<file path="src/rtl/game_sprite_control_pkg.sv">
// Shared configuration for the game sprite blocks: default widths and
// screen/sprite geometry used by the sprite responders and their interface.
package game_sprite_control_pkg;

   localparam int DEF_X_WIDTH       = 11;
   localparam int DEF_Y_WIDTH       = 10;
   localparam int DEF_D_WIDTH       = 4;
   localparam int DEF_SCREEN_WIDTH  = 640;
   localparam int DEF_SCREEN_HEIGHT = 480;
   localparam int DEF_SPRITE_WIDTH  = 8;
   localparam int DEF_SPRITE_HEIGHT = 8;
   localparam int DEF_STROBE_PERIOD = 1000000;

endpackage

</file>
<file path="src/rtl/game_sprite_control_if.sv">
// Sprite command interface between the game master and one sprite responder.
// Carries the position/velocity commands, the raster pixel under test and
// the sprite's position/visibility reports.
interface game_sprite_control_if
   import game_sprite_control_pkg::*;
#(
   parameter int X_WIDTH = DEF_X_WIDTH,
   parameter int Y_WIDTH = DEF_Y_WIDTH,
   parameter int D_WIDTH = DEF_D_WIDTH
) ();

   logic                        write_xy;
   logic signed [X_WIDTH-1:0]   write_x;
   logic signed [Y_WIDTH-1:0]   write_y;
   logic                        write_dxy;
   logic signed [D_WIDTH-1:0]   write_dx;
   logic signed [D_WIDTH-1:0]   write_dy;
   logic                        enable_update;
   logic        [X_WIDTH-1:0]   pixel_x;
   logic        [Y_WIDTH-1:0]   pixel_y;
   logic signed [X_WIDTH-1:0]   x;
   logic signed [Y_WIDTH-1:0]   y;
   logic                        within_screen;
   logic                        sprite_on;

   modport master (
      output write_xy, write_x, write_y, write_dxy, write_dx, write_dy,
             enable_update, pixel_x, pixel_y,
      input  x, y, within_screen, sprite_on
   );

   modport slave (
      input  write_xy, write_x, write_y, write_dxy, write_dx, write_dy,
             enable_update, pixel_x, pixel_y,
      output x, y, within_screen, sprite_on
   );

endinterface

</file>
<file path="src/rtl/game_sprite_control_strobe_gen.sv">
// Free-running periodic strobe: one clk-wide pulse every PERIOD cycles.
// Generic so it can also pace the end-of-game timer.
module game_strobe_gen #(
   parameter int PERIOD = 1000000
) (
   input  logic clk,
   input  logic reset,
   output logic strobe
);

   localparam int CW = (PERIOD > 1) ? $clog2(PERIOD) : 1;
   localparam logic [CW-1:0] LAST = CW'(PERIOD - 1);

   logic [CW-1:0] count;

   // Count 0..PERIOD-1 and wrap; the pulse marks the final count.
   always_ff @(posedge clk or posedge reset) begin
      if (reset)
         count <= '0;
      else if (count == LAST)
         count <= '0;
      else
         count <= count + 1'b1;
   end

   assign strobe = (count == LAST);

endmodule

</file>
<file path="src/rtl/game_sprite_control.sv">
// Sprite responder: holds position and velocity, steps the position on the
// motion strobe, reports whether the sprite box overlaps the screen and flags
// raster pixels covered by the box (one clk later).
module game_sprite_control
   import game_sprite_control_pkg::*;
#(
   parameter int X_WIDTH       = DEF_X_WIDTH,
   parameter int Y_WIDTH       = DEF_Y_WIDTH,
   parameter int D_WIDTH       = DEF_D_WIDTH,
   parameter int SCREEN_WIDTH  = DEF_SCREEN_WIDTH,
   parameter int SCREEN_HEIGHT = DEF_SCREEN_HEIGHT,
   parameter int SPRITE_WIDTH  = DEF_SPRITE_WIDTH,
   parameter int SPRITE_HEIGHT = DEF_SPRITE_HEIGHT,
   parameter int STROBE_PERIOD = DEF_STROBE_PERIOD
) (
   input  logic                  clk,
   input  logic                  reset,
   game_sprite_control_if.slave  bus
);

   // Compares run one bit wider than the position so that x+SPRITE_WIDTH
   // and the negative screen bound cannot wrap.
   localparam logic signed [X_WIDTH:0] X_LO = (X_WIDTH + 1)'(-SPRITE_WIDTH);
   localparam logic signed [X_WIDTH:0] X_HI = (X_WIDTH + 1)'(SCREEN_WIDTH);
   localparam logic signed [X_WIDTH:0] X_SZ = (X_WIDTH + 1)'(SPRITE_WIDTH);
   localparam logic signed [Y_WIDTH:0] Y_LO = (Y_WIDTH + 1)'(-SPRITE_HEIGHT);
   localparam logic signed [Y_WIDTH:0] Y_HI = (Y_WIDTH + 1)'(SCREEN_HEIGHT);
   localparam logic signed [Y_WIDTH:0] Y_SZ = (Y_WIDTH + 1)'(SPRITE_HEIGHT);

   logic signed [X_WIDTH-1:0] x_q;
   logic signed [Y_WIDTH-1:0] y_q;
   logic signed [D_WIDTH-1:0] dx_q;
   logic signed [D_WIDTH-1:0] dy_q;
   logic                      step;
   logic                      sprite_on_q;
   logic signed [X_WIDTH:0]   xw;
   logic signed [Y_WIDTH:0]   yw;
   logic signed [X_WIDTH:0]   pxw;
   logic signed [Y_WIDTH:0]   pyw;
   logic                      hit;

   game_strobe_gen #(
      .PERIOD (STROBE_PERIOD)
   ) u_strobe (
      .clk    (clk),
      .reset  (reset),
      .strobe (step)
   );

   // Position: an explicit write beats a motion step; sums wrap.
   always_ff @(posedge clk or posedge reset) begin
      if (reset) begin
         x_q <= '0;
         y_q <= '0;
      end else if (bus.write_xy) begin
         x_q <= bus.write_x;
         y_q <= bus.write_y;
      end else if (step && bus.enable_update) begin
         x_q <= x_q + X_WIDTH'(dx_q);
         y_q <= y_q + Y_WIDTH'(dy_q);
      end
   end

   // Velocity: a load in a step cycle only affects later steps.
   always_ff @(posedge clk or posedge reset) begin
      if (reset) begin
         dx_q <= '0;
         dy_q <= '0;
      end else if (bus.write_dxy) begin
         dx_q <= bus.write_dx;
         dy_q <= bus.write_dy;
      end
   end

   // Widened operands; raster coordinates are unsigned, so they are
   // zero-extended and a "negative" column can never fall inside the box.
   always_comb begin
      xw  = (X_WIDTH + 1)'(x_q);
      yw  = (Y_WIDTH + 1)'(y_q);
      pxw = $signed({1'b0, bus.pixel_x});
      pyw = $signed({1'b0, bus.pixel_y});
      hit = (pxw >= xw) && (pxw < xw + X_SZ) &&
            (pyw >= yw) && (pyw < yw + Y_SZ);
   end

   // Pixel coverage flag, one clk behind the raster position.
   always_ff @(posedge clk or posedge reset) begin
      if (reset)
         sprite_on_q <= 1'b0;
      else
         sprite_on_q <= hit;
   end

   assign bus.x             = x_q;
   assign bus.y             = y_q;
   assign bus.sprite_on     = sprite_on_q;
   assign bus.within_screen = (xw > X_LO) && (xw < X_HI) &&
                              (yw > Y_LO) && (yw < Y_HI);

endmodule

</file>
<file path="src/flat_wrapper.sv">
// flat-port wrapper written by rule: the top's interface ports become plain ports
module game_sprite_control_flat import game_sprite_control_pkg::*;
#(
   parameter int X_WIDTH       = DEF_X_WIDTH,
   parameter int Y_WIDTH       = DEF_Y_WIDTH,
   parameter int D_WIDTH       = DEF_D_WIDTH,
   parameter int SCREEN_WIDTH  = DEF_SCREEN_WIDTH,
   parameter int SCREEN_HEIGHT = DEF_SCREEN_HEIGHT,
   parameter int SPRITE_WIDTH  = DEF_SPRITE_WIDTH,
   parameter int SPRITE_HEIGHT = DEF_SPRITE_HEIGHT,
   parameter int STROBE_PERIOD = DEF_STROBE_PERIOD
)
  (clk, reset, bus_write_xy, bus_write_x, bus_write_y, bus_write_dxy, bus_write_dx, bus_write_dy, bus_enable_update, bus_pixel_x, bus_pixel_y, bus_x, bus_y, bus_within_screen, bus_sprite_on);
  game_sprite_control_if #(.X_WIDTH(X_WIDTH), .Y_WIDTH(Y_WIDTH), .D_WIDTH(D_WIDTH)) bus_i ();
  input  logic clk;
  input  logic reset;
  input wire logic [$bits(bus_i.write_xy)-1:0] bus_write_xy;
  input wire logic [$bits(bus_i.write_x)-1:0] bus_write_x;
  input wire logic [$bits(bus_i.write_y)-1:0] bus_write_y;
  input wire logic [$bits(bus_i.write_dxy)-1:0] bus_write_dxy;
  input wire logic [$bits(bus_i.write_dx)-1:0] bus_write_dx;
  input wire logic [$bits(bus_i.write_dy)-1:0] bus_write_dy;
  input wire logic [$bits(bus_i.enable_update)-1:0] bus_enable_update;
  input wire logic [$bits(bus_i.pixel_x)-1:0] bus_pixel_x;
  input wire logic [$bits(bus_i.pixel_y)-1:0] bus_pixel_y;
  output wire logic [$bits(bus_i.x)-1:0] bus_x;
  output wire logic [$bits(bus_i.y)-1:0] bus_y;
  output wire logic [$bits(bus_i.within_screen)-1:0] bus_within_screen;
  output wire logic [$bits(bus_i.sprite_on)-1:0] bus_sprite_on;
  assign bus_i.write_xy = bus_write_xy;
  assign bus_i.write_x = bus_write_x;
  assign bus_i.write_y = bus_write_y;
  assign bus_i.write_dxy = bus_write_dxy;
  assign bus_i.write_dx = bus_write_dx;
  assign bus_i.write_dy = bus_write_dy;
  assign bus_i.enable_update = bus_enable_update;
  assign bus_i.pixel_x = bus_pixel_x;
  assign bus_i.pixel_y = bus_pixel_y;
  assign bus_x = bus_i.x;
  assign bus_y = bus_i.y;
  assign bus_within_screen = bus_i.within_screen;
  assign bus_sprite_on = bus_i.sprite_on;
  game_sprite_control #(.X_WIDTH(X_WIDTH), .Y_WIDTH(Y_WIDTH), .D_WIDTH(D_WIDTH), .SCREEN_WIDTH(SCREEN_WIDTH), .SCREEN_HEIGHT(SCREEN_HEIGHT), .SPRITE_WIDTH(SPRITE_WIDTH), .SPRITE_HEIGHT(SPRITE_HEIGHT), .STROBE_PERIOD(STROBE_PERIOD)) u_core (.clk(clk), .reset(reset), .bus(bus_i));
endmodule
</file>
<file path="config.mk">
export PLATFORM = sky130hd
export DESIGN_NAME = game_sprite_control_flat
export DESIGN_NICKNAME = d
export VERILOG_FILES = /design/src/rtl/game_sprite_control_pkg.sv /design/src/rtl/game_sprite_control_if.sv /design/src/rtl/game_sprite_control_strobe_gen.sv /design/src/rtl/game_sprite_control.sv /design/src/flat_wrapper.sv
export SDC_FILE = /design/constraint.sdc
export NUM_CORES = 1
export LEC_CHECK = 0
export ABC_AREA = 1
export CORE_ASPECT_RATIO = 0.5
export CORE_UTILIZATION = 32
export CTS_CLUSTER_SIZE = 28
export DETAILED_ROUTE_END_ITERATION = 16
export PLACE_DENSITY = 0.57
export SLEW_MARGIN = 15
export SYNTH_ARGS = -nofsm -noshare
export SYNTH_HDL_FRONTEND = slang
export SYNTH_SLANG_ARGS = --single-unit
</file>
<file path="constraint.sdc">
create_clock -name clk -period 5 [get_ports clk]
set_clock_uncertainty 0.2 [all_clocks]
set_input_delay 1.5 -clock clk [delete_from_list [all_inputs] [get_ports clk]]
set_output_delay 1.5 -clock clk [all_outputs]
set_load 0.02 [all_outputs]
</file>
### Word level (Yosys, flattened, before mapping)

Index checks and enable logic that the tools add are counted.

* output and inout bits: 23
* bits of input ports: 55
* register bits: 50

* $add $sub $neg: 5
* reduce and logical (&&, ||, !) cells: 8
* equal/unequal tests: 1
* multiplexer cells: 5
* order comparisons: 8

Operators with widths (number)
* 11-bit 2-to-1 mux: 2
* 20-bit by 1-bit adder with 20-bit output, second input constant: 1
* 20-bit equality test, second input constant: 1
* 10-bit 2-to-1 mux: 2
* 20-bit 2-to-1 mux: 1
* 11-bit by 5-bit adder with 12-bit output, second input constant: 1
* 12-bit by 11-bit >= comparator with 1-bit output: 1
* 12-bit < comparator: 1
* 10-bit by 5-bit adder with 11-bit output, second input constant: 1
* 11-bit by 4-bit adder with 11-bit output: 1
* 11-bit by 10-bit >= comparator with 1-bit output: 1
* 11-bit by 4-bit > comparator with 1-bit output, second input constant: 1
* 11-bit < comparator: 1
* 11-bit < comparator, second input constant: 1
* 10-bit by 4-bit adder with 10-bit output: 1
* 10-bit by 4-bit > comparator with 1-bit output, second input constant: 1
* 10-bit < comparator, second input constant: 1
* 1-bit logical AND: 7
* 2-bit nonzero test: 1

### Depth between registers and ports, before layout

* depth in word-level cells: 5
* gate-level depth with buffers: 17

### Hierarchy

From an unflattened synthesis, not the netlist that was laid out.

* cell total of the unflattened synthesis: 638
* area total of the unflattened synthesis: 4573.1 µm²

Modules (own cells, without submodules)
* game_sprite_control: times used 1, cells each 475, area an instance 3364.5 µm², sequential area each 750.7 µm²
* game_strobe_gen: times used 1, cells each 163, area an instance 1208.7 µm², sequential area each 500.5 µm²

### Least setup slack after synthesis

No wires, ideal clock.

* kind: reg-to-output
* start point: register u_core.x_q[3] (netlist: u_core.bus.x[3])
* end point: output port bus_within_screen
* cell stages (with the launch flop): 8
* required time: 3300 ps
* data arrival time: 1676 ps
* path slack: 1624 ps
* path buffers: 0
* cells stage by stage: dfrtp_1 ha_1 nand3_1 nor2_1 nand2_1 nand2_1 nand3_1 nor3_1

* cells in the longest elaborated chain, start to end: 4
* elaborated cells between the ends (all ways): 5
* those cells by class: 2 x order compare; 3 x reduce/logical

Ends and longest elaborated chain
* from (decl): line game_sprite_control.sv:30 `logic signed [X_WIDTH-1:0] x_q;`
* from (signal assigned): line game_sprite_control.sv:56 `x_q <= bus.write_x;`
* from (signal assigned): line game_sprite_control.sv:59 `x_q <= x_q + X_WIDTH'(dx_q);`
* 11-bit by 4-bit > comparator with 1-bit output or 11-bit < comparator (tied branches): line game_sprite_control.sv:97 `assign bus.within_screen = (xw > X_LO) && (xw < X_HI) &&`
* 1-bit logical AND (*) (2 in series): line game_sprite_control.sv:97
* 1-bit logical AND (*): line game_sprite_control.sv:98 `(yw > Y_LO) && (yw < Y_HI);`
* to (decl): line flat_wrapper.sv:28 `output wire logic [$bits(bus_i.within_screen)-1:0] bus_within_screen;`

Mark *: on every way between the ends. The rest lies on a longest branch, timed or not.

### Worst setup path after layout

Same ends and word-level chain as after synthesis.

==> out/qor.yml <==
outcome:
  status: "complete, no violations"
clock_tree:
  post_cts_resized: 0
  htreeDepth: 2
  cts_buffers: 5
  cts_tree: "done"
  cts_setup_buffers: 0
  cts.sinks: 50
  clk_latency_ns: 0.30
  cts-root-buf: "clkbuf_16"
  ctsHoldBuffers: 0
  clockBufferDepth: 2
  path_clk_slew_ns: 0.07
setup_path:
  r2r-end: "u_core.bus.sprite_on"
  arrival_ns: 2.46
  r2r_start: "u_core.bus.x[5]"
  cp-start-kind: "register"
  rrSetupSlack_ns: 2.31
  end_kind: "output pin"
  path_max_fanout: 6
  worst-setup-path-type: "reg -> out"
  cp.required_ns: 3.30
  ff2ff_path_depth: 17
timing:
  grt_setup_unrepaired: "false"
  hold_ws_ns: 0.269
  maxSlewHeadroom_pct: 55.7
  min_period_over_period_pct: 83.1
  setup_violations: 0
  min_period_ns: 4.16
  final_max_slew_viol_count: 0
  max_freq_mhz: 241
  hold_violations: 0
  final.setup.tns_ns: 0
  tightest_slew_ns: 0.664
power:
  vdd_ir_drop_max_v: 0.000140
  p_per_area_nw_per_um2: 271
  p_leak_nw: 2.80
place:
  port_buffers: 77
  postPlaceCellArea_um2: 5600
  place.gp.congestion: 0.872
  dpl.cell_count: 911
  dpl.hpwl_um: 9990
yosys:
  yosysTopAreaCellShare_pct: 27.0
  yosysUniqueCellTypes: 43
  synthFlopType: "dfrtp_1"
  syn_nets: 763
  synth_seq_area_share_pct: 27.0
  yosys.area.top_type: "dfrtp_1"
  ys_ff_latch: 50
  synthArstFlopShare_pct: 100
  yosysMostFrequentCell: "nand2_1"
  ys_top_cells_by_area: "dfrtp_1, ha_1, nand2_1, inv_1, nand3_1"
  mappedNetlistArea_um2: 4630
  synthTopCellsByCount: "nand2_1, inv_1, ha_1"
  synth-edff-count: 0
  syn_inst: 648
  avgSynthCellArea_um2: 7.14
  synth_warnings: 0
cells_and_area:
  nFillCells: 1472
  multi_input_area_um2: 2930
  regArea_um2: 1250
  nNetsFinal: 841
  fin_util_pct: 41.6
  drive_above_1_share_pct: 5.23
  fin_cells: 919
  final_cell_area_um2: 5750
  n_antenna_cell: 0
  synthToLayoutAreaGrowth_pct: 24.3
grt:
  grt_first_pass_wirelength_um: 19800
  grt.overflow.total: 0
  grt_pass1_vias: 4037
  grt_start_max_net_pins: 32
  antenna_found_initial: 0
  grt.total_usage_pct: 16.9
detailed_routing:
  via_per_inst: 4.77
  wl_um: 12300
  ant_nets: 0
  drc_errors: 0
  first_iter_violations: 245
  avgRoutedWirePerCell_um: 13.3
  num_vias: 4388
  drt_first_pass_iters: 5
floorplanning:
  coreArea_um2: 13800
  fp.dieH_um: 87.0
  die_area_um2: 15000
  die_w_um: 172
  rows: 30
  initial_utilization_pct: 33.5
  ios: 78
min_path:
  min_delay_worst_endpoint: "u_core.u_strobe.count[0]"
  hold_depth: 1
  hold_start: "u_core.u_strobe.count[0]"
  hp-class: "reg -> reg"
flow_run:
  drv_cap: 0
==> flip-flops by register name, indices dropped and copies added (netlist names) <==
name                   cells
u_core.bus.sprite_on       1
u_core.dy_q                4
u_core.dx_q                4
u_core.bus.x              11
u_core.u_strobe.count     20
u_core.bus.y              10
==> metrics by stage <==
step                total power, mW  setup slack (ns)
finish                         1.56             0.844
global route                   1.69             0.601
CTS                            1.57             0.849
detailed placement             1.21              1.18
global placement               1.20              1.22
floorplan                     0.968              1.62
==> per-layer routing <==
| metal | track usage (%) | routed length [um] | vias to the layer above |
|---|---|---|---|
| met5 | 0 | 0 | - |
| met4 | 2.90 | 75 | 0 |
| met3 | 2.54 | 618 | 7 |
| met2 | 27.2 | 5350 | 103 |
| met1 | 24.3 | 6220 | 1994 |
| li1 | - | - | 2284 |
==> area by class of cell <==
cell class,count,area share [%]
Clock buffer,6,2.41
Clock inverter,2,0.218
Timing Repair Buffer,79,13.7
Inverter,105,6.90
Multi-Input combinational cell,485,50.9
Tap cell,192,4.18
Sequential cell,50,21.8
==> worst max-delay path: stages, from the launching register on <==
cell	delay, ns
dfrtp_1	0.47
ha_1	0.22
nand3_1	0.15
nor2_1	0.13
nand2_1	0.09
nand2_1	0.09
nand3_1	0.07
nor3_1	0.29
clkdlybuf4s50_1	0.67
==> power breakdown <==
part,switching [mW],internal (mW),leakage [nW]
combinational,0.399,0.303,2.10
sequential,0.0607,0.439,0.629
clock,0.157,0.199,0.0729
total,0.617,0.940,2.80
==> logic make-up (layout without fill, tap and decap cells) <==
group / after synthesis / in the layout / synth area share [%]
muxes: 7 / 7 / 1.68
AOI/OAI and AO/OA: 78 / 78 / 9.44
xor gates and xnor gates: 26 / 26 / 4.92
buffers and inverters: 113 / 192 / 9.71
and+or+nand+nor: 314 / 314 / 30.7
DFF: 50 / 50 / 27.0
adders and majority gates: 60 / 60 / 16.5
==> cell usage in the layout, fill, tap and decap left out, types with 6 or more instances in the layout <==
cell             synthesis  routed
nand2_1                163     163
inv_1                  102     101
clkdlybuf4s50_1          0      77
ha_1                    58      58
dfrtp_1                 50      50
nand3_1                 47      47
nor2_1                  47      47
o21ai_0                 33      33
a21oi_1                 25      25
nand4_1                 21      21
xor2_1                  20      20
nor3_1                  14      14
mux2_2                   6       6
xnor2_1                  6       6
o211ai_1                 6       6
==> worst max-delay path by stage <==
stage | depth (start not counted) | startpoint | endpoint
final | 8 | u_core.bus.x[3] | bus_within_screen
after CTS | 8 | u_core.bus.x[3] | bus_within_screen
after global routing | 8 | u_core.bus.x[3] | bus_within_screen
after detailed placement | 8 | u_core.bus.x[3] | bus_within_screen
after floorplan | 7 | u_core.bus.x[3] | bus_within_screen
after global placement | 8 | u_core.bus.x[3] | bus_within_screen
Note: power is estimated with default switching activity, not from simulation.
